$ cat src/rtl/dot_seq.sv
// Dot-product sequencer: streams 8.8 operand pairs into an external MAC,
// paces accumulate commands with a fixed idle gap and captures the final sum.
`timescale 1ns/1ps
module dot_seq #(
    parameter int unsigned MAC_GAP = 5
) (
    input  logic        clk,
    input  logic        reset,
    input  logic        start,
    input  logic [3:0]  len,
    input  logic        abort,
    input  logic        in_valid,
    output logic        in_ready,
    input  logic [15:0] in_a,
    input  logic [15:0] in_b,
    output logic [15:0] mac_a,
    output logic [15:0] mac_b,
    output logic [3:0]  mac_wrAddr,
    input  logic [15:0] mac_result,
    output logic        busy,
    output logic        done,
    output logic [15:0] result
);

    typedef enum logic [2:0] {
        S_IDLE  = 3'd0,
        S_CLEAR = 3'd1,
        S_FETCH = 3'd2,
        S_ISSUE = 3'd3,
        S_WAIT  = 3'd4,
        S_DONE  = 3'd5
    } state_t;

    localparam logic [3:0] GAP_LAST  = 4'(MAC_GAP - 1);
    localparam logic [3:0] CMD_IDLE  = 4'd0;
    localparam logic [3:0] CMD_ACC   = 4'd1;
    localparam logic [3:0] CMD_CLEAR = 4'd2;

    state_t      r_state;
    state_t      w_state_next;
    logic [3:0]  r_remaining;
    logic [3:0]  r_wait_cnt;
    logic        r_aborting;
    logic [15:0] r_mac_a;
    logic [15:0] r_mac_b;
    logic [15:0] r_result;

    logic w_start;
    logic w_abort;
    logic w_accept;
    logic w_enter_done;

    assign w_start      = start && (r_state == S_IDLE);
    assign w_abort      = abort && (r_state != S_IDLE);
    assign w_accept     = in_valid && (r_state == S_FETCH);
    assign w_enter_done = (w_state_next == S_DONE) && (r_state != S_DONE);

    always_ff @(posedge clk or negedge reset) begin
        if (!reset) begin
            r_state <= S_IDLE;
        end else begin
            r_state <= w_state_next;
        end
    end

    always_comb begin
        w_state_next = r_state;
        if (w_abort) begin
            w_state_next = S_CLEAR;
        end else begin
            case (r_state)
                S_IDLE: begin
                    if (start) w_state_next = S_CLEAR;
                end
                S_CLEAR: begin
                    // A CLEAR reached through abort retires the job silently
                    if (r_aborting)                w_state_next = S_IDLE;
                    else if (r_remaining == 4'd0)  w_state_next = S_DONE;
                    else                           w_state_next = S_FETCH;
                end
                S_FETCH: begin
                    if (in_valid) w_state_next = S_ISSUE;
                end
                S_ISSUE: begin
                    w_state_next = S_WAIT;
                end
                S_WAIT: begin
                    if (r_wait_cnt == 4'd0) begin
                        w_state_next = (r_remaining != 4'd0) ? S_FETCH : S_DONE;
                    end
                end
                S_DONE: begin
                    w_state_next = S_IDLE;
                end
                default: begin
                    w_state_next = S_IDLE;
                end
            endcase
        end
    end

    always_comb begin
        busy       = (r_state != S_IDLE);
        in_ready   = 1'b0;
        done       = 1'b0;
        mac_wrAddr = CMD_IDLE;
        case (r_state)
            S_CLEAR: mac_wrAddr = CMD_CLEAR;
            S_FETCH: in_ready   = 1'b1;
            S_ISSUE: mac_wrAddr = CMD_ACC;
            S_DONE:  done       = 1'b1;
            default: ;
        endcase
    end

    always_ff @(posedge clk or negedge reset) begin
        if (!reset) begin
            r_remaining <= 4'd0;
            r_wait_cnt  <= 4'd0;
            r_aborting  <= 1'b0;
            r_mac_a     <= 16'd0;
            r_mac_b     <= 16'd0;
            r_result    <= 16'd0;
        end else begin
            if (w_start) begin
                r_remaining <= len;
                r_aborting  <= 1'b0;
            end else if (r_state == S_ISSUE) begin
                r_remaining <= r_remaining - 4'd1;
            end

            if (w_abort) begin
                r_aborting <= 1'b1;
            end

            if (r_state == S_ISSUE) begin
                r_wait_cnt <= GAP_LAST;
            end else if ((r_state == S_WAIT) && (r_wait_cnt != 4'd0)) begin
                r_wait_cnt <= r_wait_cnt - 4'd1;
            end

            if (w_accept) begin
                r_mac_a <= in_a;
                r_mac_b <= in_b;
            end

            // An empty job reports zero rather than whatever the MAC holds
            if (w_enter_done) begin
                r_result <= (r_state == S_CLEAR) ? 16'd0 : mac_result;
            end
        end
    end

    assign mac_a  = r_mac_a;
    assign mac_b  = r_mac_b;
    assign result = r_result;

endmodule

$ cat config.mk
export PLATFORM = sky130hd
export DESIGN_NAME = dot_seq
export DESIGN_NICKNAME = d
export VERILOG_FILES = /design/src/rtl/dot_seq.sv
export SDC_FILE = /design/constraint.sdc
export NUM_CORES = 1
export LEC_CHECK = 0
export CAP_MARGIN = 20
export CORE_MARGIN = 5
export CORE_UTILIZATION = 62
export CTS_CLUSTER_SIZE = 8
export DETAILED_ROUTE_END_ITERATION = 10
export DONT_BUFFER_PORTS = 1
export PLACE_DENSITY_LB_ADDON = 0.1
export SYNTH_ARGS = -nofsm -noshare
export SYNTH_HDL_FRONTEND = slang
export SYNTH_SLANG_ARGS = --single-unit
$ cat constraint.sdc
create_clock -name clk -period 2.27 [get_ports clk]
set_input_delay 0.454 -clock clk [delete_from_list [all_inputs] [get_ports clk]]
set_output_delay 0.454 -clock clk [all_outputs]
set_load 0.01 [all_outputs]
; After elaboration in Yosys (flattened, before gate mapping)
; Cells that the tools add are included.
[word_totals]
romBits = 0
memories = 0
out_inout_bits = 55
ram_bits = 0
word_cells = 48
input_bits = 57
latchBits = 0
regBits = 60
[op_classes]
addsub = 2
n_reduce_logical = 14
bitwise_logic = 0
muxes = 18
div = 0
n_mul = 0
n_eq_ne = 7
order_cmp = 0
shifts = 0
[op_table]
columns = operator, n
row1 = $mux 3, 7
row2 = $mux 16, 1
row3 = $mux 4, 4
row4 = $pmux 3 s5, 1
row5 = $eq 3x3->1 const B, 3
row6 = $logic_not 4->1, 2
row7 = $reduce_bool 4->1, 2
row8 = $sub 4x1->4 const B, 2
row9 = $eq 3x2->1 const B, 2
row10 = $reduce_bool 2->1, 3
row11 = $logic_and 1x1->1, 5
row12 = $mux 1, 4
row13 = $pmux 2 s2, 1
row14 = $eq 3x1->1 const B, 1
row15 = $logic_not 3->1, 1
row16 = $ne 3x3->1 const B, 1
row17 = $reduce_bool 3->1, 1

; Depth between registers and ports, before layout
; Gate-level depths: netlist of run 1.
[depth]
word_depth = 7
ltp_mapped = 9
depth_no_buf = 7

; Least setup slack after synthesis of run 1
; No wires, ideal clock.
[synth_path]
path_type = reg-to-reg
startpoint = register r_remaining[0]
endpoint = register r_result[0] (netlist: result[0])
path_buffers = 2
arrival_ns = 1.996
slack_ns = 0.198
path_stages_with_launch = 10
cell_sequence = dfrtp_1 -> inv_1 -> ha_1 -> nor3b_1 -> nor2_1 -> a221o_1 -> or2_1 -> buf_2 -> buf_6 -> o21ai_1
[synth_between]
elab_chain_len = 7
[synth_lines]
columns = item, line
row1 = from (decl), 41  ; logic [3:0] r_remaining;
row2 = from (signal assigned), 126  ; r_remaining <= len;
row3 = from (signal assigned), 129  ; r_remaining <= r_remaining - 4'd1;
row4 = $reduce_bool 4->1 or $logic_not 4->1 (tied branches), "89, 78"
row5 = "$mux 3, on equally long branches", "89, 78"
row6 = "$mux 3, on equally long branches", "88, 77"
row7 = $pmux 3 s5 (*), 71  ; case (r_state)
row8 = $mux 3 (*), 68  ; if (w_abort) begin
row9 = $eq 3x3->1 (*), 56  ; assign w_enter_done = (w_state_next == S_DONE) && (r_state != S_DONE);
row10 = $logic_and 1x1->1 (*), 56
row11 = to (signal assigned), 149  ; r_result <= (r_state == S_CLEAR) ? 16'd0 : mac_result;
row12 = to (decl), 46  ; logic [15:0] r_result;
; Mark *: on every way between the ends. The rest lies on a longest branch, timed or not.
; A chain may end at the register's enable or synchronous reset.

; Worst setup path after layout of run 1
[layout_path]
startpoint = register r_wait_cnt[0]
endpoint = register r_result[3] (netlist: result[3])
[layout_between]
elab_chain_len = 6
[layout_lines]
columns = item, line
row1 = from (decl), 42  ; logic [3:0] r_wait_cnt;
row2 = from (signal assigned), 139  ; r_wait_cnt <= r_wait_cnt - 4'd1;
row3 = $logic_not 4->1, 88  ; if (r_wait_cnt == 4'd0) begin
row4 = $mux 3, 88
row5 = $pmux 3 s5, 71
row6 = $mux 3, 68
row7 = $eq 3x3->1, 56
row8 = $logic_and 1x1->1, 56
; No other way between the ends.

==> results of run 1 <==
==> state kept, by name (all words and copies together), names as in the netlist <==
signal and count:
mac_a 16, mac_b 16, result 16, r_remaining 4, r_wait_cnt 4, r_state 3, r_aborting 1
==> cell usage after synthesis <==
cell | number | area (um^2)
sky130_fd_sc_hd__dfrtp_1 | 60 | 1500
sky130_fd_sc_hd__mux2_2 | 32 | 360
sky130_fd_sc_hd__o21ai_0 | 26 | 130
sky130_fd_sc_hd__nand2_1 | 21 | 78.8
sky130_fd_sc_hd__inv_1 | 10 | 37.5
sky130_fd_sc_hd__nor2_1 | 9 | 33.8
sky130_fd_sc_hd__o21ai_1 | 9 | 45.0
sky130_fd_sc_hd__a21oi_1 | 4 | 20.0
sky130_fd_sc_hd__clkbuf_1 | 4 | 15.0
sky130_fd_sc_hd__buf_1 | 3 | 11.3
sky130_fd_sc_hd__buf_6 | 3 | 33.8
sky130_fd_sc_hd__ha_1 | 3 | 37.5
sky130_fd_sc_hd__nor3b_1 | 3 | 22.5
sky130_fd_sc_hd__a221o_1 | 2 | 20.0
sky130_fd_sc_hd__buf_4 | 2 | 15.0
sky130_fd_sc_hd__or3b_1 | 2 | 17.5
sky130_fd_sc_hd__xnor2_1 | 2 | 17.5
sky130_fd_sc_hd__xor2_1 | 2 | 17.5
sky130_fd_sc_hd__a22oi_1 | 1 | 7.51
sky130_fd_sc_hd__a2bb2oi_2 | 1 | 15.0
sky130_fd_sc_hd__and2b_1 | 1 | 7.51
sky130_fd_sc_hd__and3_1 | 1 | 6.26
sky130_fd_sc_hd__and3b_1 | 1 | 8.76
sky130_fd_sc_hd__buf_2 | 1 | 5.00
sky130_fd_sc_hd__conb_1 | 1 | 3.75
sky130_fd_sc_hd__inv_2 | 1 | 3.75
sky130_fd_sc_hd__nand2_2 | 1 | 6.26
sky130_fd_sc_hd__nand2b_1 | 1 | 6.26
sky130_fd_sc_hd__nand3_1 | 1 | 5.00
sky130_fd_sc_hd__nor4_1 | 1 | 6.26
sky130_fd_sc_hd__o21ai_2 | 1 | 8.76
sky130_fd_sc_hd__o221ai_1 | 1 | 8.76
sky130_fd_sc_hd__o22ai_1 | 1 | 6.26
sky130_fd_sc_hd__or2_1 | 1 | 6.26
sky130_fd_sc_hd__or2_2 | 1 | 6.26
sky130_fd_sc_hd__or2b_1 | 1 | 7.51
sky130_fd_sc_hd__or3_1 | 1 | 6.26
sky130_fd_sc_hd__or3b_2 | 1 | 8.76
sky130_fd_sc_hd__or4_1 | 1 | 7.51
==> through the flow <==
stage               worst slack [ns]  cells
CTS                           0.0268    280
finish                         0.264    280
floorplan                      0.198    219
detailed placement            0.0368    262
global route                  0.0596    280
global placement               0.188    262
==> power by group <==
part | leakage, nW | switching [mW] | total (mW) | internal [mW]
Sequential | 0.762 | 0.516 | 2.03 | 1.52
Combinational | 0.443 | 0.558 | 1.09 | 0.534
Clock | 0.102 | 0.385 | 0.948 | 0.563
Total | 1.31 | 1.46 | 4.07 | 2.61
==> logic make-up after synthesis <==
| kind of cell | synth area share, % |
|---|---|
| flops | 58.6 |
| simple gates | 9.43 |
| compound gates | 10.2 |
| mux | 14.1 |
| buf+inv | 4.74 |
| xor+xnor | 1.37 |
| fa+ha+maj | 1.46 |
| other cells | 0.146 |
==> routing by layer <==
layer	GRT usage, %	part of all wire [%]	vias up
met5	0	0	-
met4	9.88	2.2	0
met3	8.24	11	13
met2	30.2	49	97
met1	24.2	37	778
li1	-	-	752
==> worst max path at each step <==
| stage | startpoint | to | slack (ns) |
|---|---|---|---|
| 5_1_grt | r_wait_cnt[0] | result[7] | 0.06 |
| 2_1_floorplan | r_remaining[0] | result[0] | 0.20 |
| 4_1_cts | r_wait_cnt[0] | result[11] | 0.03 |
| 3_5_place_dp | r_wait_cnt[0] | result[10] | 0.04 |
| 6_report | r_wait_cnt[0] | result[3] | 0.26 |
| 3_3_place_gp | r_wait_cnt[0] | result[8] | 0.19 |
==> critical path: stages, from the launching register on <==
cell                        delay (ns)
sky130_fd_sc_hd__dfrtp_1          0.38
sky130_fd_sc_hd__inv_1            0.11
sky130_fd_sc_hd__ha_1             0.14
sky130_fd_sc_hd__or3b_2           0.47
sky130_fd_sc_hd__o22ai_1          0.19
sky130_fd_sc_hd__a2bb2oi_2        0.09
sky130_fd_sc_hd__buf_4            0.19
sky130_fd_sc_hd__o21ai_0          0.21
sky130_fd_sc_hd__o21ai_1          0.10
==> layout make-up <==
class / instances / area, um^2 / share of cell area, %
tap: 50 / 62.6 / 2.20
multi-input combinational: 135 / 951 / 33.5
sequential: 60 / 1500 / 52.8
clock buffer: 12 / 155 / 5.46
inverter: 11 / 41.3 / 1.45
clock inverter: 4 / 47.5 / 1.67
timing repair buffer: 8 / 82.6 / 2.91
==> repair_timing <==
action                                 in CTS  in global routing
endpoints found under the hold margin      60                  0
hold buffers                                2                  0
setup endpoints to repair                   0                 16
gates resized for setup                     0                  3
==> summary.md, run 1 <==
## Clock tree
- maximum number of buffers from clock root to sink: 2
- Clock Latency Late Sink: 0.32 ns
- clock transition at the register clock pins on the worst setup and hold paths after CTS: 0.06 ns
- Setup Buffers After CTS: 0
- root buffer cell: sky130_fd_sc_hd__clkbuf_8
- # clock sinks: 60
- CTS tree: built
- CTS HTree Levels: 3
- number of buffers added by the clock tree synthesis step: 9

## Critical path
- maximum fanout encountered on the critical timing path: 17
- R2R Path Start: r_wait_cnt[0]
- type of element launching the critical path: flop
- Reg-to-Reg End: result[3]
- WP data arrival: 2.21 ns
- R2R Setup Slk: 0.26 ns
- Setup crit end kind: flop
- required time reported for the critical path endpoint: 2.47 ns
- crit path kind: flop to flop
- worst reg-to-reg path cell count: 8

## Drt
- initial DRC count: 87
- Post-route DRC: 0
- count of nets left with antenna violations after detail routing: 0
- per-cell routed wire length: 19.2 um
- via count: 1640
- Post-Route WL: 5.36 mm
- vias per inst: 5.86
- first-pass detailed-route iteration total: 4

## Timing
- pins over their slew limit: 0
- worst hold margin: 0.185 ns
- fraction of the cycle the final worst path needs: 88.4%
- clock period minus worst slack: 2.01 ns
- Post-Route Skew: 0.00378 ns
- Final Hold Violating Endpoints: 0
- highest attainable clock frequency: 499 MHz
- sum of negative setup slack: 0 ns
- Finish-stage setup viols: 0
- unrepaired setup endpoints after global routing: no

## Yosys
- number of synthesized register bits: 60
- Cells after Synth: 218
- sequential-to-total area share from yosys stat: 58.6%
- warning count from the yosys run: 0
- Mean Syn Cell Area: 11.8 um^2
- synthesized cell area: 0.00256 mm^2
- Yosys cell types: 39

## Final layout
- antenna diode count: 0
- utilization after layout: 71.0%
- count of nets after finishing: 285
- commonest non-fill, non-tap cells in the layout: sky130_fd_sc_hd__dfrtp_1 (60), sky130_fd_sc_hd__mux2_2 (32), sky130_fd_sc_hd__o21ai_0 (26)
- synthesis-to-layout area growth: 10.9%
- most common cell after layout, fill and taps aside: sky130_fd_sc_hd__dfrtp_1
- final-layout fill cell count: 286
- Non-Filler Cell Area, Final: 0.00284 mm^2
- fraction of layout cells with a size suffix above 1: 27.0%

## Die
- number of cell rows: 23
- height of the die: 74.3 um
- core outline area: 0.00400 mm^2
- Die W: 74.3 um
- total die area: 0.00552 mm^2
- I/O pin count: 112
- Starting Density: 64.1%

## Global route
- vias in the first global route: 1675
- overall routing resource usage: 19.7%
- maximum number of pins on one net before global-route repair: 61
- number of antenna violations at the first check in global routing: 0
- wire length of the first global-routing pass: 8.09 mm
- Overflow after GRT: 0

## Power
- power density of the placed cells: 1430 mW/mm^2
- largest vdd supply drop: 0.736 mV
- Power, Total: 4.07 mW
- leakage power: 1.31 nW

## Placement
- Placer Congestion: 0.831
- # port buffers: 0
- area of placed instances: 0.00259 mm^2
- Detailed Place HPWL: 3.95 mm

## Min path
- Cells on Worst Hold Path: 1
- startpoint of the tightest hold check path: abort
- worst hold path endpoint: r_state[1]
- worst hold path class: input pin to flop

## Job
- Max-cap violations: 0

## Run status
- run status: complete, no violations

(Power assumes the default switching activity.)
==> run 2, diff against run 1 <==
Settings changed: CORE_UTILIZATION 62 to 56, SLEW_MARGIN set to 15.
Clock period 2.27 ns to 1.8 ns, I/O delays scaled along.
==> run 2 against run 1 <==
Net effect: the flow now finishes with violations (negative setup slack); hold slack worse by 0.087 ns; wire length up 5.8%; clock skew up 0.0027 ns; flip-flop and latch count unchanged; sequential share of layout area down 4.6 points; maximum frequency up 7.1%; largest power group unchanged; highest routed layer unchanged.
==> summary.md, run 2 (same netlist as run 1, synthesis figures left out) <==
## Power
- internal power: 3.51 mW
- Comb power frac: 35.2%
- largest vdd supply drop: 0.950 mV
- part of the total power dissipated in sequential elements: 46.5%
- net switching power of the design: 2.05 mW
- leakage power: 1.41 nW
- clock power share: 18.3%
- power density of the placed cells: 1780 mW/mm^2
- switching part of the total: 36.9%

## Timing
- Post-Route Skew: 0.00649 ns
- highest attainable clock frequency: 534 MHz
- unrepaired setup endpoints after global routing: yes
- Finish-stage setup viols: 11
- fraction of the cycle the final worst path needs: 104%
- worst hold margin: 0.0979 ns
- PnR worst setup slack: -0.0724 ns
- pins over their slew limit: 0
- Final Hold Violating Endpoints: 0
- clock period minus worst slack: 1.87 ns

## Die
- height of the die: 77.6 um
- Die W: 77.6 um
- core outline area: 0.00438 mm^2
- I/O pin count: 112
- number of cell rows: 24
- total die area: 0.00603 mm^2
- Starting Density: 58.4%

## Placement
- # port buffers: 0
- worst slack, placed: -0.253 ns
- Placer Congestion: 0.861
- Detailed Place HPWL: 4.05 mm
- Post-Place Cells: 275

## Final layout
- synthesis-to-layout area growth: 21.7%
- fraction of layout cells with a size suffix above 1: 43.4%
- most common cell after layout, fill and taps aside: sky130_fd_sc_hd__dfrtp_1
- commonest non-fill, non-tap cells in the layout: sky130_fd_sc_hd__dfrtp_1 (57), sky130_fd_sc_hd__mux2_2 (32), sky130_fd_sc_hd__buf_4 (21)
- area of all sequential standard cells: 0.00151 mm^2
- footprint of the multi-input gates: 0.00106 mm^2
- utilization after layout: 71.1%
- count of nets after finishing: 306
- Finished Layout Cells: 303
- antenna diode count: 0
- final-layout fill cell count: 321

## Drt
- vias per inst: 5.75
- count of nets left with antenna violations after detail routing: 0
- per-cell routed wire length: 18.7 um
- via count: 1742
- first-pass detailed-route iteration total: 4
- Post-Route WL: 5.67 mm
- initial DRC count: 83
- Post-route DRC: 0

## Global route
- layer carrying the most global-route usage: met2
- overall routing resource usage: 18.9%
- met3 usage in global routing: 5.56%
- maximum number of pins on one net before global-route repair: 61
- vias in the first global route: 1889
- Overflow after GRT: 0
- wire length of the first global-routing pass: 9.09 mm
- met1 track demand over resource in global routing: 22.1%
- met2 usage in global routing: 31.6%
- number of antenna violations at the first check in global routing: 0

## Critical path
- worst reg-to-reg path cell count: 8
- Reg-to-Reg End: result[6]
- R2R Setup Slk: -0.07 ns
- crit path kind: flop to flop
- count of buffering cells on the critical path with inverters included: 2
- maximum fanout encountered on the critical timing path: 8
- list of cells traversed by the critical path: inv_2 -> ha_4 -> nor3b_4 -> nor2_1 -> a221o_1 -> buf_2 -> o21ai_0 -> o21ai_0
- Setup crit end kind: flop
- WP data arrival: 2.07 ns
- CP most frequent cell: sky130_fd_sc_hd__o21ai_0
- R2R Path Start: r_remaining[0]
- required time reported for the critical path endpoint: 2.00 ns
- stage delay of the slowest cell on the critical path: 0.40 ns
- family with the most delay on the worst path: compound AO/OA/AOI/OAI gates
- total number of cells along the worst setup path: 8
- type of element launching the critical path: flop
- Slowest cell on crit path: sky130_fd_sc_hd__dfrtp_1

## Clock tree
- number of buffers added by the clock tree synthesis step: 9
- maximum number of buffers from clock root to sink: 2
- root buffer cell: sky130_fd_sc_hd__clkbuf_8
- Clock Latency Late Sink: 0.32 ns
- clock transition at the register clock pins on the worst setup and hold paths after CTS: 0.07 ns
- # clock sinks: 60
- CTS HTree Levels: 3
- CTS tree: built

## Run status
- violated checks: negative setup slack
- run status: finished with violations

## Min path
- startpoint of the tightest hold check path: abort
- worst hold path class: input pin to flop
- Cells on Worst Hold Path: 1
- worst hold path endpoint: r_state[1]

## Job
- Max-cap violations: 0

-- run 2: cell count changes in the layout (fill, tap and decap cells not counted), moves of 3 or more --
| cell | before | now |
|---|---|---|
| sky130_fd_sc_hd__o21ai_0 | 26 | 11 |
| sky130_fd_sc_hd__o21ai_2 | 1 | 12 |
| sky130_fd_sc_hd__dfrtp_2 | 0 | 3 |
| sky130_fd_sc_hd__dfrtp_1 | 60 | 57 |
| sky130_fd_sc_hd__inv_1 | 10 | 5 |
| sky130_fd_sc_hd__inv_2 | 1 | 5 |
| sky130_fd_sc_hd__o21ai_1 | 9 | 13 |
| sky130_fd_sc_hd__buf_4 | 6 | 21 |
-- run 2: power by group through the flow --
stage | sequential, mW | clock (mW) | combinational [mW]
4_1_cts | 2.58 | 1.04 | 1.68
3_5_place_dp | 2.59 | 0 | 1.52
5_1_grt | 2.66 | 1.11 | 2.17
3_3_place_gp | 2.58 | 0 | 1.42
2_1_floorplan | 2.44 | 0 | 1.18
6_report | 2.58 | 1.02 | 1.95
-- run 2: worst max-delay path by stage --
stage,start,endpoint,slack (ns)
after floorplan,r_wait_cnt[0],result[0],-0.12
after detailed placement,r_remaining[1],result[9],-0.25
final,r_remaining[0],result[6],-0.07
after global routing,r_remaining[0],result[6],-0.15
after global placement,r_remaining[0],result[6],-0.10
after CTS,r_wait_cnt[1],result[6],-0.03
-- run 2: final cells by class --
cell class,count,area share [%]
timing repair buffer,28,8.43
clock inverter,4,0.803
sequential,60,48.3
tap,52,2.09
clock buffer,12,4.65
multi-input combinational,136,34.0
inverter,11,1.73
-- run 2: metal layers --
metal / wire [um] / share of wire, % / up-vias
met5: 0 / 0 / -
met4: 78 / 1.4 / 0
met3: 517 / 9.1 / 8
met2: 2990 / 53 / 77
met1: 2090 / 37 / 853
li1: - / - / 804
-- run 2: through the flow --
| step | TNS (ns) | cell area (um^2) | power (mW) |
|---|---|---|---|
| 2_1_floorplan | -1.47 | 2610 | 3.62 |
| 3_3_place_gp | -1.40 | 2730 | 4.00 |
| 5_1_grt | -1.65 | 3120 | 5.94 |
| 3_5_place_dp | -3.19 | 2730 | 4.12 |
| 4_1_cts | -0.232 | 2990 | 5.31 |
| 6_report | -0.366 | 3120 | 5.55 |
-- run 2: what timing repair did --
action                     in CTS  in global routing
pin swaps                       3                  2
setup endpoints to repair      18                 18
hold endpoints to repair       60                  0
hold buffers                    2                  0
resized for setup              22                 29
gates cloned                    1                  1
buffers inserted                2                  7
==> run 3, diff against run 2 <==
Settings changed: ABC_AREA set to 1.
==> run 3 against run 2 <==
Net effect: the flow now finishes without violations; utilization down 6.3 points; synthesized cell count grew 54%; first-iteration DRC count increased by 42%; combinational power decreased by 5%; final area decreased by 0.56%; hold slack improved by 0.024 ns; final cell count is 37% higher; count of clock-buffer cells in the layout grew 2; power fell by 1.2%; setup slack improved by 0.17 ns; wire length is 4.6% higher; critical endpoint is now mac_wrAddr[0]; largest cell class unchanged.
==> summary.md, run 3 <==
## Run status
- run status: complete, no violations

## Final layout
- most common cell after layout, fill and taps aside: sky130_fd_sc_hd__nand2_1
- synthesis-to-layout area growth: 11.0%
- fraction of layout cells with a size suffix above 1: 14.4%
- Non-Filler Cell Area, Final: 0.00310 mm^2
- count of nets after finishing: 404
- commonest non-fill, non-tap cells in the layout: sky130_fd_sc_hd__nand2_1 (155), sky130_fd_sc_hd__dfrtp_1 (60), sky130_fd_sc_hd__inv_1 (31)
- antenna diode count: 0
- final-layout fill cell count: 429

## Yosys
- sequential-to-total area share from yosys stat: 53.7%
- number of synthesized register bits: 60
- EDFF count, synth: 0
- Cells after Synth: 336
- Commonest cells post-synth: sky130_fd_sc_hd__nand2_1 (155), sky130_fd_sc_hd__dfrtp_1 (60), sky130_fd_sc_hd__inv_1 (31), sky130_fd_sc_hd__nand4_1 (16), sky130_fd_sc_hd__nand2_2 (12)
- Yosys cell types: 29
- Synth area leader: sky130_fd_sc_hd__dfrtp_1
- top cells by area in the synthesized netlist: sky130_fd_sc_hd__dfrtp_1 (54%), sky130_fd_sc_hd__nand2_1 (21%), sky130_fd_sc_hd__inv_1 (4.2%), sky130_fd_sc_hd__nand4_1 (3.6%), sky130_fd_sc_hd__nand2_2 (2.7%)
- top flip-flop cell by instance count after synthesis: sky130_fd_sc_hd__dfrtp_1
- share of flip-flops with an asynchronous set or reset after synthesis: 100%
- most numerous cell in the Yosys netlist: sky130_fd_sc_hd__nand2_1
- Mean Syn Cell Area: 8.32 um^2
- warning count from the yosys run: 0
- top cell type's share of synthesized area: 53.7%
- synthesized cell area: 0.00279 mm^2

## Placement
- Detailed Place HPWL: 4.22 mm
- Placer Congestion: 0.814
- area of placed instances: 0.00286 mm^2
- # port buffers: 0

## Clock tree
- CTS tree: built
- Clock Latency Late Sink: 0.32 ns
- CTS HTree Levels: 3
- clock transition at the register clock pins on the worst setup and hold paths after CTS: 0.06 ns
- Setup Buffers After CTS: 0
- maximum number of buffers from clock root to sink: 2
- root buffer cell: sky130_fd_sc_hd__clkbuf_8
- # clock sinks: 60
- number of buffers added by the clock tree synthesis step: 9

## Global route
- number of antenna violations at the first check in global routing: 0
- maximum number of pins on one net before global-route repair: 61
- wire length of the first global-routing pass: 9.59 mm
- vias in the first global route: 2077
- Overflow after GRT: 0
- overall routing resource usage: 19.3%

## Critical path
- WP data arrival: 1.34 ns
- maximum fanout encountered on the critical timing path: 6
- type of element launching the critical path: flop
- stage delay of the slowest cell on the critical path: 0.39 ns
- list of cells traversed by the critical path: inv_2 -> nor2_4 -> nand2_1 -> buf_4 -> inv_1
- count of buffering cells on the critical path with inverters included: 3
- family with the most delay on the worst path: buffers and inverters
- Setup crit end kind: output port
- required time reported for the critical path endpoint: 1.44 ns
- crit path kind: flop to output port
- Slowest cell on crit path: sky130_fd_sc_hd__dfrtp_1

## Timing
- fraction of the cycle the final worst path needs: 94.7%
- highest attainable clock frequency: 587 MHz
- Finish-stage setup viols: 0
- unrepaired setup endpoints after global routing: no
- worst hold margin: 0.122 ns
- sum of negative setup slack: 0 ns
- clock period minus worst slack: 1.70 ns
- Post-Route Skew: 0.00360 ns
- Final Hold Violating Endpoints: 0
- pins over their slew limit: 0

## Drt
- vias per inst: 5.11
- Post-Route WL: 5.94 mm
- detailed-route wire length on metal 1: 2.39 mm
- via count: 2121
- met2 routed wirelength: 2.78 mm
- highest metal used: met4
- initial DRC count: 118
- per-cell routed wire length: 14.3 um
- Post-route DRC: 0
- total length of routed met3 wires: 638 um
- first-pass detailed-route iteration total: 4
- count of nets left with antenna violations after detail routing: 0

## Die
- Starting Density: 58.4%
- core outline area: 0.00479 mm^2
- Die W: 80.6 um
- height of the die: 80.6 um
- total die area: 0.00650 mm^2
- number of cell rows: 25
- I/O pin count: 112

## Power
- largest vdd supply drop: 0.989 mV
- leakage power: 1.75 nW
- power density of the placed cells: 1770 mW/mm^2

## Min path
- worst hold path class: input pin to flop

## Job
- Max-cap violations: 0

run 3: through the flow:
step / cells / worst slack, ns / util, % / power, mW
after floorplan: 337 / 0.328 / - / 3.89
after global placement: 397 / 0.223 / 59.7 / 4.29
after detailed placement: 397 / 0.168 / 59.7 / 4.35
after CTS: 414 / 0.0777 / 64.4 / 5.51
after global routing: 415 / 0.000225 / 64.8 / 5.98
final: 415 / 0.0954 / 64.8 / 5.48
run 3: repair_timing:
| item | CTS | global route |
|---|---|---|
| setup endpoints to repair | 0 | 15 |
| resized for setup | 0 | 1 |
| endpoints found under the hold margin | 60 | 0 |
| hold buffers | 2 | 0 |
run 3: final cells by class:
cell class              instances  area, um^2  area share (%)
clock buffers                  14         183            5.89
clock inverters                 1        5.00           0.161
inverters                      36         135            4.36
multi-input cells             228        1100            35.6
flip-flops and latches         60        1500            48.4
well taps                      67        83.8            2.70
repair buffers                  9        90.1            2.91
run 3: kinds of logic (layout without fill, tap and decap cells):
logic type / after synthesis / after routing / synth area share (%)
simple gates: 208 / 209 / 33.9
flops: 60 / 60 / 53.7
buf+inv: 50 / 60 / 7.57
compound gates: 12 / 12 / 2.64
fa+ha+maj: 3 / 3 / 1.34
xor+xnor: 2 / 2 / 0.627
other cells: 1 / 2 / 0.134
run 3: path summary, 6_finish.rpt:
check                                end           from  slack [ns]  cells past startpoint
setup / recovery           mac_wrAddr[0]     r_state[1]         0.1                      5
max in group asynchronous       mac_a[9]          reset        0.98                      2
hold reg to reg            r_wait_cnt[2]  r_wait_cnt[2]        0.51                      2
hold / removal                r_state[1]          abort        0.12                      1
min in group asynchronous  r_wait_cnt[1]          reset        0.57                      2
setup reg to reg               result[5]  r_wait_cnt[0]        0.13                     10
run 3: power breakdown:
part | internal, mW | total (mW) | switching, mW
registers | 1.90 | 2.52 | 0.615
clock network | 0.641 | 1.11 | 0.468
logic | 0.653 | 1.86 | 1.20
run 3: layer usage:
layer,vias up,global-route usage [%]
li1,1054,-
met1,984,23.6
met2,72,30.6
met3,11,7.06
met4,0,8.28
met5,-,0
